[src/rtl/ahb_pkg.sv]
`default_nettype none
// ============================================================================
// Module      : ahb_pkg
// Description : Shared AHB-Lite encodings and arbiter state type for the
//               data RAM arbiter.
// Revision    : 1.0 - initial release
// ============================================================================
package ahb_pkg;

  // HTRANS encodings
  localparam logic [1:0] c_HTRANS_IDLE   = 2'd0;
  localparam logic [1:0] c_HTRANS_BUSY   = 2'd1;
  localparam logic [1:0] c_HTRANS_NONSEQ = 2'd2;
  localparam logic [1:0] c_HTRANS_SEQ    = 2'd3;

  // HSIZE encodings supported by the RAM bank
  localparam logic [2:0] c_HSIZE_BYTE = 3'd0;
  localparam logic [2:0] c_HSIZE_HALF = 3'd1;
  localparam logic [2:0] c_HSIZE_WORD = 3'd2;

  // Data-phase sequencer states
  typedef enum logic [2:0] {
    ST_IDLE  = 3'd0,
    ST_WDATA = 3'd1,
    ST_RD1   = 3'd2,
    ST_RDATA = 3'd3,
    ST_ERR1  = 3'd4,
    ST_ERR2  = 3'd5
  } arb_state_t;

  // A transfer is a real request only for NONSEQ or SEQ
  function automatic logic is_req(input logic [1:0] htrans);
    logic r;
    case (htrans)
      c_HTRANS_NONSEQ, c_HTRANS_SEQ: r = 1'b1;
      c_HTRANS_IDLE, c_HTRANS_BUSY:  r = 1'b0;
      default:                       r = 1'b0;
    endcase
    return r;
  endfunction

endpackage
`default_nettype wire

[src/rtl/ahb_lane_decode.sv]
`default_nettype none
// ============================================================================
// Module      : ahb_lane_decode
// Description : Turns hsize and the low address bits into byte-lane write
//               enables, flagging unsupported sizes and misalignment.
// Revision    : 1.0 - initial release
// ============================================================================
module ahb_lane_decode
  import ahb_pkg::*;
(
  input  logic [2:0] i_hsize,
  input  logic [1:0] i_addr_lo,
  output logic [3:0] o_wben,
  output logic       o_err
);

  // Lane mask and alignment check for the granted address phase
  always_comb begin
    o_wben = 4'b0000;
    o_err  = 1'b0;
    case (i_hsize)
      c_HSIZE_BYTE: o_wben = 4'b0001 << i_addr_lo;
      c_HSIZE_HALF: begin
        o_wben = 4'b0011 << {i_addr_lo[1], 1'b0};
        o_err  = i_addr_lo[0];
      end
      c_HSIZE_WORD: begin
        o_wben = 4'b1111;
        o_err  = |i_addr_lo;
      end
      default: o_err = 1'b1;
    endcase
  end

endmodule
`default_nettype wire

[src/rtl/dram_arbiter.sv]
`default_nettype none
// ============================================================================
// Module      : dram_arbiter
// Description : Two-master AHB-Lite round-robin arbiter with lock support,
//               sequencing one byte-laned synchronous data RAM bank.
// Revision    : 1.0 - initial release
// ============================================================================
module dram_arbiter
  import ahb_pkg::*;
(
  input  logic        clk,
  input  logic        reset,
  input  logic [31:0] m0_haddr,
  input  logic        m0_hwrite,
  input  logic [2:0]  m0_hsize,
  input  logic [1:0]  m0_htrans,
  input  logic        m0_hmastlock,
  input  logic [31:0] m0_hwdata,
  output logic [31:0] m0_hrdata,
  output logic        m0_hready,
  output logic        m0_hresp,
  input  logic [31:0] m1_haddr,
  input  logic        m1_hwrite,
  input  logic [2:0]  m1_hsize,
  input  logic [1:0]  m1_htrans,
  input  logic        m1_hmastlock,
  input  logic [31:0] m1_hwdata,
  output logic [31:0] m1_hrdata,
  output logic        m1_hready,
  output logic        m1_hresp,
  output logic [11:0] ram_addr,
  output logic        ram_rwn,
  output logic [3:0]  ram_wben,
  output logic [31:0] ram_wdata,
  input  logic [31:0] ram_rdata
);

  arb_state_t  r_state;
  logic        r_owner;     // master owning the current data phase
  logic        r_last_gnt;  // master granted most recently (also lock owner)
  logic        r_lock;      // owner's accepted transfer asked for a lock
  logic [11:0] r_addr;
  logic [3:0]  r_wben;

  logic        w_req0, w_req1;
  logic        w_accept_win;
  logic        w_own_req, w_own_lock;
  logic        w_gnt_valid, w_gnt_id;
  logic [13:0] w_g_addr;
  logic [2:0]  w_g_size;
  logic        w_g_write, w_g_lock;
  logic [3:0]  w_dec_wben;
  logic        w_dec_err;
  logic        w_wr;
  logic        w_own0, w_own1;
  logic        w_dp_ready, w_dp_resp;
  logic [31:0] w_dp_rdata;
  logic        w_unused;

  assign w_unused = ^{m0_haddr[31:14], m1_haddr[31:14]};

  assign w_req0 = is_req(m0_htrans);
  assign w_req1 = is_req(m1_htrans);

  // Address phases are taken only when no data phase is stalling the bus
  assign w_accept_win = !reset && (r_state == ST_IDLE  || r_state == ST_WDATA ||
                                   r_state == ST_RDATA || r_state == ST_ERR2);

  assign w_own_req  = r_last_gnt ? w_req1 : w_req0;
  assign w_own_lock = r_last_gnt ? m1_hmastlock : m0_hmastlock;

  // Grant: a held lock pins the owner, otherwise round-robin on ties
  always_comb begin
    w_gnt_valid = 1'b0;
    w_gnt_id    = 1'b0;
    if (w_accept_win) begin
      if (r_lock && w_own_req && w_own_lock) begin
        w_gnt_valid = 1'b1;
        w_gnt_id    = r_last_gnt;
      end else if (w_req0 && w_req1) begin
        w_gnt_valid = 1'b1;
        w_gnt_id    = ~r_last_gnt;
      end else if (w_req0) begin
        w_gnt_valid = 1'b1;
        w_gnt_id    = 1'b0;
      end else if (w_req1) begin
        w_gnt_valid = 1'b1;
        w_gnt_id    = 1'b1;
      end
    end
  end

  assign w_g_addr  = w_gnt_id ? m1_haddr[13:0] : m0_haddr[13:0];
  assign w_g_size  = w_gnt_id ? m1_hsize       : m0_hsize;
  assign w_g_write = w_gnt_id ? m1_hwrite      : m0_hwrite;
  assign w_g_lock  = w_gnt_id ? m1_hmastlock   : m0_hmastlock;

  ahb_lane_decode u_lane_decode (
    .i_hsize   (w_g_size),
    .i_addr_lo (w_g_addr[1:0]),
    .o_wben    (w_dec_wben),
    .o_err     (w_dec_err)
  );

  // Sequencer: capture the granted transfer and step through its data phase
  always_ff @(posedge clk) begin
    if (reset) begin
      r_state    <= ST_IDLE;
      r_owner    <= 1'b0;
      r_last_gnt <= 1'b1;
      r_lock     <= 1'b0;
      r_addr     <= 12'd0;
      r_wben     <= 4'd0;
    end else if (w_gnt_valid) begin
      r_owner    <= w_gnt_id;
      r_last_gnt <= w_gnt_id;
      r_lock     <= w_g_lock;
      r_addr     <= w_g_addr[13:2];
      r_wben     <= w_dec_wben;
      if (w_dec_err)      r_state <= ST_ERR1;
      else if (w_g_write) r_state <= ST_WDATA;
      else                r_state <= ST_RD1;
    end else begin
      case (r_state)
        ST_RD1:  r_state <= ST_RDATA;
        ST_ERR1: r_state <= ST_ERR2;
        default: begin
          // Accept window with nobody granted: owner went idle, lock drops
          r_state <= ST_IDLE;
          r_lock  <= 1'b0;
        end
      endcase
    end
  end

  // RAM write strobes are suppressed in a reset cycle so nothing is corrupted
  assign w_wr      = (r_state == ST_WDATA) && !reset;
  assign ram_rwn   = ~w_wr;
  assign ram_wben  = w_wr ? r_wben : 4'd0;
  assign ram_wdata = w_wr ? (r_owner ? m1_hwdata : m0_hwdata) : 32'd0;
  assign ram_addr  = (r_state == ST_WDATA || r_state == ST_RD1) ? r_addr : 12'd0;

  assign w_own0     = (r_state != ST_IDLE) && !r_owner;
  assign w_own1     = (r_state != ST_IDLE) &&  r_owner;
  assign w_dp_ready = (r_state == ST_WDATA) || (r_state == ST_RDATA) || (r_state == ST_ERR2);
  assign w_dp_resp  = (r_state == ST_ERR1)  || (r_state == ST_ERR2);
  assign w_dp_rdata = (r_state == ST_RDATA) ? ram_rdata : 32'd0;

  // Owner sees its data-phase response; a non-owner stalls only while blocked
  assign m0_hready = w_own0 ? w_dp_ready : (!w_req0 || (w_gnt_valid && !w_gnt_id));
  assign m1_hready = w_own1 ? w_dp_ready : (!w_req1 || (w_gnt_valid &&  w_gnt_id));
  assign m0_hresp  = w_own0 && w_dp_resp;
  assign m1_hresp  = w_own1 && w_dp_resp;
  assign m0_hrdata = w_own0 ? w_dp_rdata : 32'd0;
  assign m1_hrdata = w_own1 ? w_dp_rdata : 32'd0;

endmodule
`default_nettype wire
[config.mk]
export PLATFORM = sky130hd
export DESIGN_NAME = dram_arbiter
export DESIGN_NICKNAME = d
export VERILOG_FILES = /design/src/rtl/ahb_pkg.sv /design/src/rtl/ahb_lane_decode.sv /design/src/rtl/dram_arbiter.sv
export SDC_FILE = /design/constraint.sdc
export NUM_CORES = 1
export LEC_CHECK = 0
export ABC_AREA = 1
export BUFFER_PORTS_ARGS = -buffer_cell sky130_fd_sc_hd__buf_2
export CORE_AREA = 2 2 114 116
export DETAILED_ROUTE_END_ITERATION = 12
export DIE_AREA = 0 0 116 118
export HOLD_SLACK_MARGIN = 0.03
export SLEW_MARGIN = 40
export SYNTH_ARGS = -nofsm -noshare
export SYNTH_HDL_FRONTEND = slang
export SYNTH_SLANG_ARGS = --single-unit
[constraint.sdc]
create_clock -name clk -period 3.7 [get_ports clk]
set_input_delay 0.37 -clock clk [delete_from_list [all_inputs] [get_ports clk]]
set_output_delay 0.37 -clock clk [all_outputs]
set_load 0.02 [all_outputs]
== After elaboration in Yosys (flattened, before gate mapping) ==
Cells that the tools add are included.
Word-level totals
  output and inout port bits: 117
  input port bits: 176
  logic and storage cells: 94
  register bits after elaboration: 22
Operators by class
  bitwise gates (word level): 2
  eq/ne operators: 14
  reduce and logical (&&, ||, !) cells: 36
  mux-type cells: 34
  shift operators: 2
Operators by type and width (number)
  two-way mux 32 bit: 5
  two-way mux 1 bit: 17
  two-way mux 14 bit: 1
  two-way mux 12 bit: 1
  one-hot mux 4 bit (3 select lines): 1
  OR reduction 2 bit: 6
  logical AND 1 bit: 11
  equality test 3 x 2 -> 1 bit (second input constant): 3
  logical OR 1 bit: 9
  two-way mux 3 bit: 3
  equality test 2 bit (second input constant): 4
  equality test 3 x 1 -> 1 bit (second input constant): 2
  equality test 3 bit (second input constant): 2
  logical NOT 3 bit: 2
  one-hot mux 3 bit (2 select lines): 1
  logical NOT 1 bit: 5
  equality test 2 x 1 -> 1 bit (second input constant): 2
  logical NOT 2 bit: 2
  two-way mux 4 bit: 1
  one-hot mux 1 bit (2 select lines): 2
  left shift 1 x 2 -> 4 bit (first input constant): 1
  left shift 2 x 2 -> 4 bit (first input constant): 1
  one-hot mux 1 bit (3 select lines): 1
  nonzero test 3 bit: 1
  3 further kinds: 4

== Logic depth before layout (Yosys ltp) ==
Gate-level depths: netlist of the first run.
  word-level depth: 13
  depth in mapped cells: 15
  depth with buffers taken out: 15

== Cells and area by module ==
A second synthesis of the first run with hierarchy kept.
Unflattened totals
  cells, all modules: 452
  area, all modules: 2336.0 µm²
By module, submodules not included
  dram_arbiter: area each 2218.4 µm², cells an instance 426, instances 1, seq. area each 440.4 µm²
  ahb_lane_decode: area each 117.6 µm², cells an instance 26, instances 1, seq. area each 0.0 µm²

== Worst setup path before layout of the first run ==
No wires, ideal clock.
  kind: reg-to-output
  from: register r_state[2]
  to: output port m0_hready
  stages on the path, launching flop included: 7
  required time: 3.330 ns
  data arrival time: 1.571 ns
  setup slack: 1.759 ns
  buffers on the path: 1
  cells stage by stage: dfxtp_1 -> nand3_1 -> a21oi_4 -> o21ai_2 -> nor2_2 -> buf_2 -> o22a_1
Between the ends
  longest elaborated chain between the ends: 10
  elaborated cells between the ends (all ways): 18
  those cells by class: eq/ne: 3; mux: 3; reduce/logical: 12
RTL lines
  start: declaration: line dram_arbiter.sv:38  | arb_state_t r_state;
  start signal: assignment: line dram_arbiter.sv:108  | r_state <= ST_IDLE;
  start signal: assignment: line dram_arbiter.sv:120  | if (w_dec_err) r_state <= ST_ERR1;
  start signal: assignment: line dram_arbiter.sv:121  | else if (w_g_write) r_state <= ST_WDATA;
  equality test 3 x 1 -> 1 bit / logical NOT 3 bit (equally long branches): line dram_arbiter.sv:66, dram_arbiter.sv:145
  logical OR 1 bit (2 in series): line dram_arbiter.sv:66  | assign w_accept_win = !reset && (r_state == ST_IDLE || r_state == ST_WDATA ||
  logical OR 1 bit: line dram_arbiter.sv:67  | r_state == ST_RDATA || r_state == ST_ERR2);
  logical AND 1 bit: line dram_arbiter.sv:66
  two-way mux 1 bit: line dram_arbiter.sv:76  | if (w_accept_win) begin
  logical NOT 1 bit: line dram_arbiter.sv:150  | assign m0_hready = w_own0 ? w_dp_ready : (!w_req0 || (w_gnt_valid && !w_gnt_id));
  logical AND 1 bit: line dram_arbiter.sv:150
  logical OR 1 bit: line dram_arbiter.sv:150
  two-way mux 1 bit (*): line dram_arbiter.sv:150
  end: declaration: line dram_arbiter.sv:20  | output logic m0_hready,
Every way passes the cells marked *; elsewhere a longest branch is shown, timed or not.

== Worst setup path after layout of the first run ==
  from: register r_state[0]
  to: output port m0_hready
The elaborated chain is that of the path after synthesis.

==> summary.md, run 1 <==
| Metric | Value |
|---|---|
| Status | `finished clean` |
| Post-layout util | `0.325` |
| Most common cell after layout, fill and taps aside | `buf_2` |
| Vias in the first global route | `3270` |
| CTS tree | `built` |
| Post-Synth Simple-Gate Area | `0.528` |
| Number of routed nets with antenna violations | `0` |
| GRT Util Overall | `0.140` |
| Clock Skews | `0.00576 ns` |
| Num CTS Buffers | `3` |
| Core ar. | `12400 sq um` |
| TritonCTS Sinks | `22` |
| Ys async rst share | `0` |
| Max Fclk | `418 MHz` |
| Final worst slack | `1.31 ns` |
| CP delay by family, top | `compound AO/OA/AOI/OAI gates` |
| Worst vdd ir | `0.152 mV` |
| CTS root buf | `clkbuf_16` |
| DR vias/cell | `4.17` |
| DP Area | `3930 sq um` |
| I/O pins | `293` |
| Worst setup EP type | `output port` |
| CP Cell Sequence | `inv_1 > nand2_1 > nand2_1 > a21oi_4 > o21ai_4 > nor2_2 > o22a_1 > buf_2` |
| Worst Hold Class | `input pin to flop` |
| FILL cells | `1436` |
| CP dominant cell by count | `nand2_1` |
| WP buf/inv | `2` |
| Top FF cell, synth | `dfxtp_1` |
| Cell Area, Synth | `2510 sq um` |
| Detail Placement HPWL | `8490 um` |
| Max clock buf depth | `2` |
| Die Area | `13700 sq um` |
| Post-CTS Hold Fix Bufs | `0` |
| Post-synth EDFFs | `0` |
| Initial Utilization | `0.202` |
| Total number of vias | `3712` |
| Pins over their slew limit | `0` |
| Mapped Cells | `483` |
| Synthesis-to-finish area growth | `61.2%` |
| Compound-Gate Fraction of Synth Area | `0.125` |
| GR Overflow Total | `0` |
| Layout cells sized above 1 | `0.414` |
| Commonest non-fill, non-tap cells in the layout | `buf_2 (254), nand2_1 (159), inv_1 (77), nor3_1 (65), a21oi_1 (34)` |
| Routed len/inst | `11.8 um` |
| Worst Tran Pin Value | `0.636 ns` |
| RSZ-0062 raised after global routing | `no` |
| First-pass GRT wire length | `15600 um` |
| Net Count, Synth | `659` |
| Mux contribution to synthesized area | `0` |
| CTS clk-pin slew, worst paths | `0.06 ns` |
| Cell variety after synth | `30` |
| Leakage | `2.42 nW` |
| Slowest CP cell | `dfxtp_1` |
| Row cnt | `41` |
| Sequential fraction of the synthesis area | `0.176` |
| Die Y | `118 um` |
| CTS HTree Levels | `1` |
| Crit path launch type | `flop` |
| Largest family of logic cells by synthesized area | `simple AND/OR/NAND/NOR gates` |
| Post-Place Setup Slack | `1.47 ns` |
| Final wirelength | `10500 um` |
| R2R Setup Slk | `1.48 ns` |
| Buffers on Ports | `254` |
| Post-Synth XOR/XNOR Area | `0` |
| Initial antenna violation count | `1` |
| Post-synthesis register bit count | `22` |
| CP peak stage delay | `0.41 ns` |
| Slew HR | `0.576` |
| Period utilization | `0.647` |
| Chip width | `116 um` |
| Crit Path Category | `flop to output port` |
| Adder-Cell Fraction of Synth Area | `0` |
| Yosys warning count | `0` |
| P per Cell Area | `278 nW/um^2` |
| DRT Pass-1 Iters | `4` |
| Max-cap viol count | `0` |
| # nets final | `894` |
| Final Hold Fails | `0` |
| Post-CTS Repair Setup Buffers | `0` |
| Gpl congestion | `0.757` |
| Synth Area per Inst | `5.19 sq um` |
| CP arrival | `2.02 ns` |
| # setup viols final | `0` |
| Finished Cell Area | `4040 sq um` |
| DRC viols | `0` |
| Worst Path Required | `3.33 ns` |
| Period minus WS final | `2.39 ns` |
| Crit path max fanout | `21` |
| Initial DRC Count | `173` |
| Post-CTS sizing | `0` |
| Later-pin clock latency in the skew report | `0.26 ns` |
| Pin count of the biggest net entering global routing | `65` |
| Fin Setup TNS | `0 ns` |
## worst register-to-register path, delay by kind of cell, from the launching register on
| family | cells | cell delay, ns |
|---|---|---|
| flip-flops | 1 | 0.41 |
| AND/OR/NAND/NOR | 10 | 0.95 |
| buffers and inverters | 2 | 0.37 |
| AO/OA/AOI/OAI | 2 | 0.43 |
## path summary, 6_finish.rpt
kind,depth (start not counted),end,start
worst min register to register,2,r_wben[2],r_wben[2]
worst max register to register,14,r_state[2],r_state[0]
worst max-delay path,8,m0_hready,r_state[0]
worst min-delay path,5,r_addr[8],m0_haddr[10]
## per-stage QoR
step	total power [mW]	hold WS, ns	instances
floorplan	0.642	0.457	483
global placement	0.827	0.467	885
detailed placement	0.828	0.470	885
CTS	1.14	0.386	889
global route	1.21	0.407	889
finish	1.12	0.390	890
## layer usage
metal / global-route usage / up-vias / part of all wire
met2: 0.260 / 166 / 0.48
li1: - / 1971 / -
met1: 0.162 / 1565 / 0.41
met5: 0 / - / 0
met3: 0.0340 / 10 / 0.098
met4: 0.0223 / 0 / 0.0097
## flip-flops by register name, summed over array words and instances (netlist names)
| name | count |
|---|---|
| r_addr | 12 |
| r_last_gnt | 1 |
| r_lock | 1 |
| r_owner | 1 |
| r_state | 3 |
| r_wben | 4 |
## synthesized netlist by cell type, types with 3 or more instances
cell type  count  area share
nor3_1        65        0.13
inv_1         77        0.12
nand2_1      159        0.24
dfxtp_1       22        0.18
clkbuf_1      24       0.036
a21oi_1       34       0.068
nand2_2        9       0.022
inv_2          3      0.0045
buf_2          4      0.0080
nor2_1        24       0.036
nand3_1       29       0.058
o21ai_0        3      0.0060
a21oi_2        7       0.024
## logic make-up after synthesis
family	count (synthesis)
and+or+nand+nor	298
AOI/OAI and AO/OA	52
DFF	22
buffers and inverters	111
## layout make-up
class,count,area (sq um),area share
multi-input combinational,350,1660,0.410
tap,172,215,0.0533
clock buffer,3,75.1,0.0186
antenna,1,2.50,0.000619
sequential,22,440,0.109
timing repair buffer,260,1320,0.326
inverter,81,304,0.0753
clock inverter,1,30.0,0.00743
## report_power, final
| group | switching, mW | internal (mW) | total (mW) |
|---|---|---|---|
| sequential | 0.0219 | 0.265 | 0.287 |
| combinational | 0.350 | 0.181 | 0.531 |
| clock | 0.0903 | 0.215 | 0.305 |
| total | 0.462 | 0.661 | 1.12 |
Note: power is estimated with default switching activity, not from simulation.
==> run 2, diff against run 1 <==
--- a/config.mk
+++ b/config.mk
@@ -5,7 +5,7 @@
 export SDC_FILE = /design/constraint.sdc
 export NUM_CORES = 1
 export LEC_CHECK = 0
-export ABC_AREA = 1
+export ABC_AREA = 0
 export BUFFER_PORTS_ARGS = -buffer_cell sky130_fd_sc_hd__buf_2
 export CORE_AREA = 2 2 114 116
 export DETAILED_ROUTE_END_ITERATION = 12
==> constraint.sdc (replaced) <==
create_clock -name clk -period 2.1 [get_ports clk]
set_input_delay 0.21 -clock clk [delete_from_list [all_inputs] [get_ports clk]]
set_output_delay 0.21 -clock clk [all_outputs]
set_load 0.02 [all_outputs]
==> run 2 against run 1 <==
  * Clock skew shrank 0.0029 ns
  * Routed wire length is 9.5% lower
  * Sequential power grew 96%
  * Clock-buffer cell count up 1
  * Critical endpoint is now m1_hready
  * Largest power group unchanged
==> summary.md, run 2 <==
| Metric | Value |
|---|---|
| Total Power | `2.21 mW` |
| Most flops, register | `r_addr` |
| Final wirelength | `9530 um` |
| Sequential fraction of the synthesis area | `0.201` |
| Ranking of synthesized cells by area | `dfxtp_1 (20%), and3_1 (18%), mux2i_1 (16%)` |
| Period minus WS final | `2.00 ns` |
| CTS clk-pin slew, worst paths | `0.06 ns` |
| Synth Area per Inst | `7.25 sq um` |
| Sw frac | `0.420` |
| Synthesis-to-finish area growth | `71.6%` |
| Number of routed nets with antenna violations | `0` |
| Chip width | `116 um` |
| Total number of vias | `3129` |
| Mapped Cells | `302` |
| DRT Pass-1 Iters | `7` |
| Post-route insts no fill | `715` |
| Detail Placement HPWL | `7750 um` |
| R2R Setup Slk | `0.32 ns` |
| Comb power frac | `0.546` |
| Top FF cell, synth | `dfxtp_1` |
| Commonest non-fill, non-tap cells in the layout | `buf_2 (254), and3_1 (64), nor2_1 (61), mux2i_1 (35), dfxtp_1 (19)` |
| Cell variety after synth | `35` |
| CP arrival | `1.79 ns` |
| Net Sw Power | `0.927 mW` |
| Final worst slack | `0.100 ns` |
| Later-pin clock latency in the skew report | `0.25 ns` |
| GRT Util Overall | `0.126` |
| Worst setup EP type | `output port` |
| Clock Skews | `0.00282 ns` |
| Buffers on Ports | `254` |
| Post-synth top area share | `0.201` |
| Crit Path Category | `flop to output port` |
| Row cnt | `41` |
| FILL cells | `1394` |
| Max Fclk | `500 MHz` |
| # nets final | `720` |
| P per Cell Area | `588 nW/um^2` |
| Core ar. | `12400 sq um` |
| Worst reg2reg path endpoint | `r_addr[2]` |
| Post-CTS Repair Setup Buffers | `0` |
| Layout cells sized above 1 | `0.514` |
| Post-synth EDFFs | `0` |
| Placed Cells | `711` |
| Pin count of the biggest net entering global routing | `65` |
| Crit path max fanout | `6` |
| Vias in the first global route | `2886` |
| Leakage | `2.30 nW` |
| Crit path launch type | `flop` |
| Period utilization | `0.952` |
| Number of antenna diodes | `0` |
| # setup viols final | `0` |
| Clk pwr share | `0.199` |
| Most frequent cell after synthesis | `and3_1` |
| Cell taking the most area after synthesis | `dfxtp_1` |
| CTS HTree Levels | `1` |
| Cell Area, Synth | `2190 sq um` |
| Max-cap viol count | `0` |
| Die Area | `13700 sq um` |
| Slew HR | `0.612` |
| Worst Tran Pin Value | `0.581 ns` |
| Net Count, Synth | `478` |
| TritonCTS Sinks | `22` |
| Worst-case hold slack | `0.194 ns` |
| Gpl congestion | `0.828` |
| Critical path launch point | `r_lock` |
| Yosys warning count | `0` |
| Worst Path Required | `1.89 ns` |
| Post-Place Setup Slack | `0.233 ns` |
| Int Pwr | `1.28 mW` |
| Worst Hold Class | `input pin to flop` |
| Initial antenna violation count | `0` |
| Max reg flops | `12` |
| First-pass GRT wire length | `14300 um` |
| GR Overflow Total | `0` |
| Status | `finished clean` |
| Worst vdd ir | `0.261 mV` |
| Max clock buf depth | `2` |
| RSZ-0062 raised after global routing | `no` |
| I/O pins | `293` |
| DR vias/cell | `4.38` |
| Fin Setup TNS | `0 ns` |
| Die Y | `118 um` |
| R2R Path Start | `r_state[1]` |
| Initial Utilization | `0.176` |
| DRC viols | `0` |
| Critical Path End | `m1_hready` |
| Most common cell after layout, fill and taps aside | `buf_2` |
| Final Hold Fails | `0` |
| CTS tree | `built` |
| Initial DRC Count | `221` |
| Register share of total power | `0.254` |
| Num CTS Buffers | `3` |
| CTS root buf | `clkbuf_16` |
| Post-synthesis register bit count | `22` |
| Pins over their slew limit | `0` |
| Biggest regs | `r_addr: 12 flops, r_wben: 4 flops, r_state: 3 flops` |
| Commonest cells post-synth | `and3_1 (64), nor2_1 (62), mux2i_1 (35)` |
| Reg2Reg Depth | `5` |
| Routed len/inst | `13.3 um` |
| Ys async rst share | `0` |
## run 2: power by group through the flow
stage	combinational (mW)	clock (mW)	sequential, mW
after global placement	1.20	0	0.568
final	1.21	0.441	0.562
after global routing	1.32	0.479	0.575
after detailed placement	1.19	0	0.568
after CTS	1.21	0.455	0.559
after floorplan	0.804	0	0.547
## run 2: how the worst min path moves through the flow
| stage | start | endpoint | slack [ns] | cells past startpoint |
|---|---|---|---|---|
| 2_1_floorplan | m1_haddr[2] | r_addr[0] | 0.36 | 2 |
| 6_report | m1_haddr[7] | r_addr[5] | 0.19 | 3 |
| 4_1_cts | m1_haddr[7] | r_addr[5] | 0.19 | 3 |
| 5_1_grt | m1_haddr[5] | r_addr[3] | 0.20 | 3 |
| 3_3_place_gp | r_last_gnt | r_last_gnt | 0.45 | 2 |
| 3_5_place_dp | r_last_gnt | r_last_gnt | 0.45 | 2 |
## run 2: per-layer routing
metal / GRT usage / share of wire / vias to the layer above
met4: 0.0231 / 0.0076 / 0
li1: - / - / 1579
met3: 0.0134 / 0.065 / 6
met2: 0.221 / 0.47 / 140
met5: 0 / 0 / -
met1: 0.168 / 0.46 / 1404
## run 2: logic make-up (layout without fill, tap and decap cells)
kind of cell,after synthesis,in the layout,share of synthesized area
buf+inv,40,281,0.0783
flops,22,22,0.201
mux,37,37,0.170
compound gates,46,46,0.170
simple gates,157,157,0.381
## run 2: cell type report
class                      count  area [sq um]  share of cell area
multi-input combinational    240          1590               0.424
timing repair buffer         265          1370               0.365
sequential                    22           444               0.118
tap                          172           215              0.0573
clock buffer                   4          88.8              0.0236
inverter                      12          45.0              0.0120
## run 2: per-stage QoR
step	util	cell area [sq um]
3_5_place_dp	0.294	3650
5_1_grt	0.303	3760
3_3_place_gp	0.294	3650
4_1_cts	0.302	3750
2_1_floorplan	-	2190
6_report	0.303	3760
## run 2: what timing repair did
item / CTS / global route
endpoints found under the setup margin: 1 / 37
hold buffers: 0 / 0
gates resized for setup: 2 / 3
pin swaps: 0 / 1
## run 2: worst max-delay path: stages (launching register included)
cell	delay [ns]
dfxtp_1	0.32
and2_1	0.13
o211ai_1	0.32
or2_4	0.22
nand2_1	0.07
mux2_2	0.29
buf_2	0.18
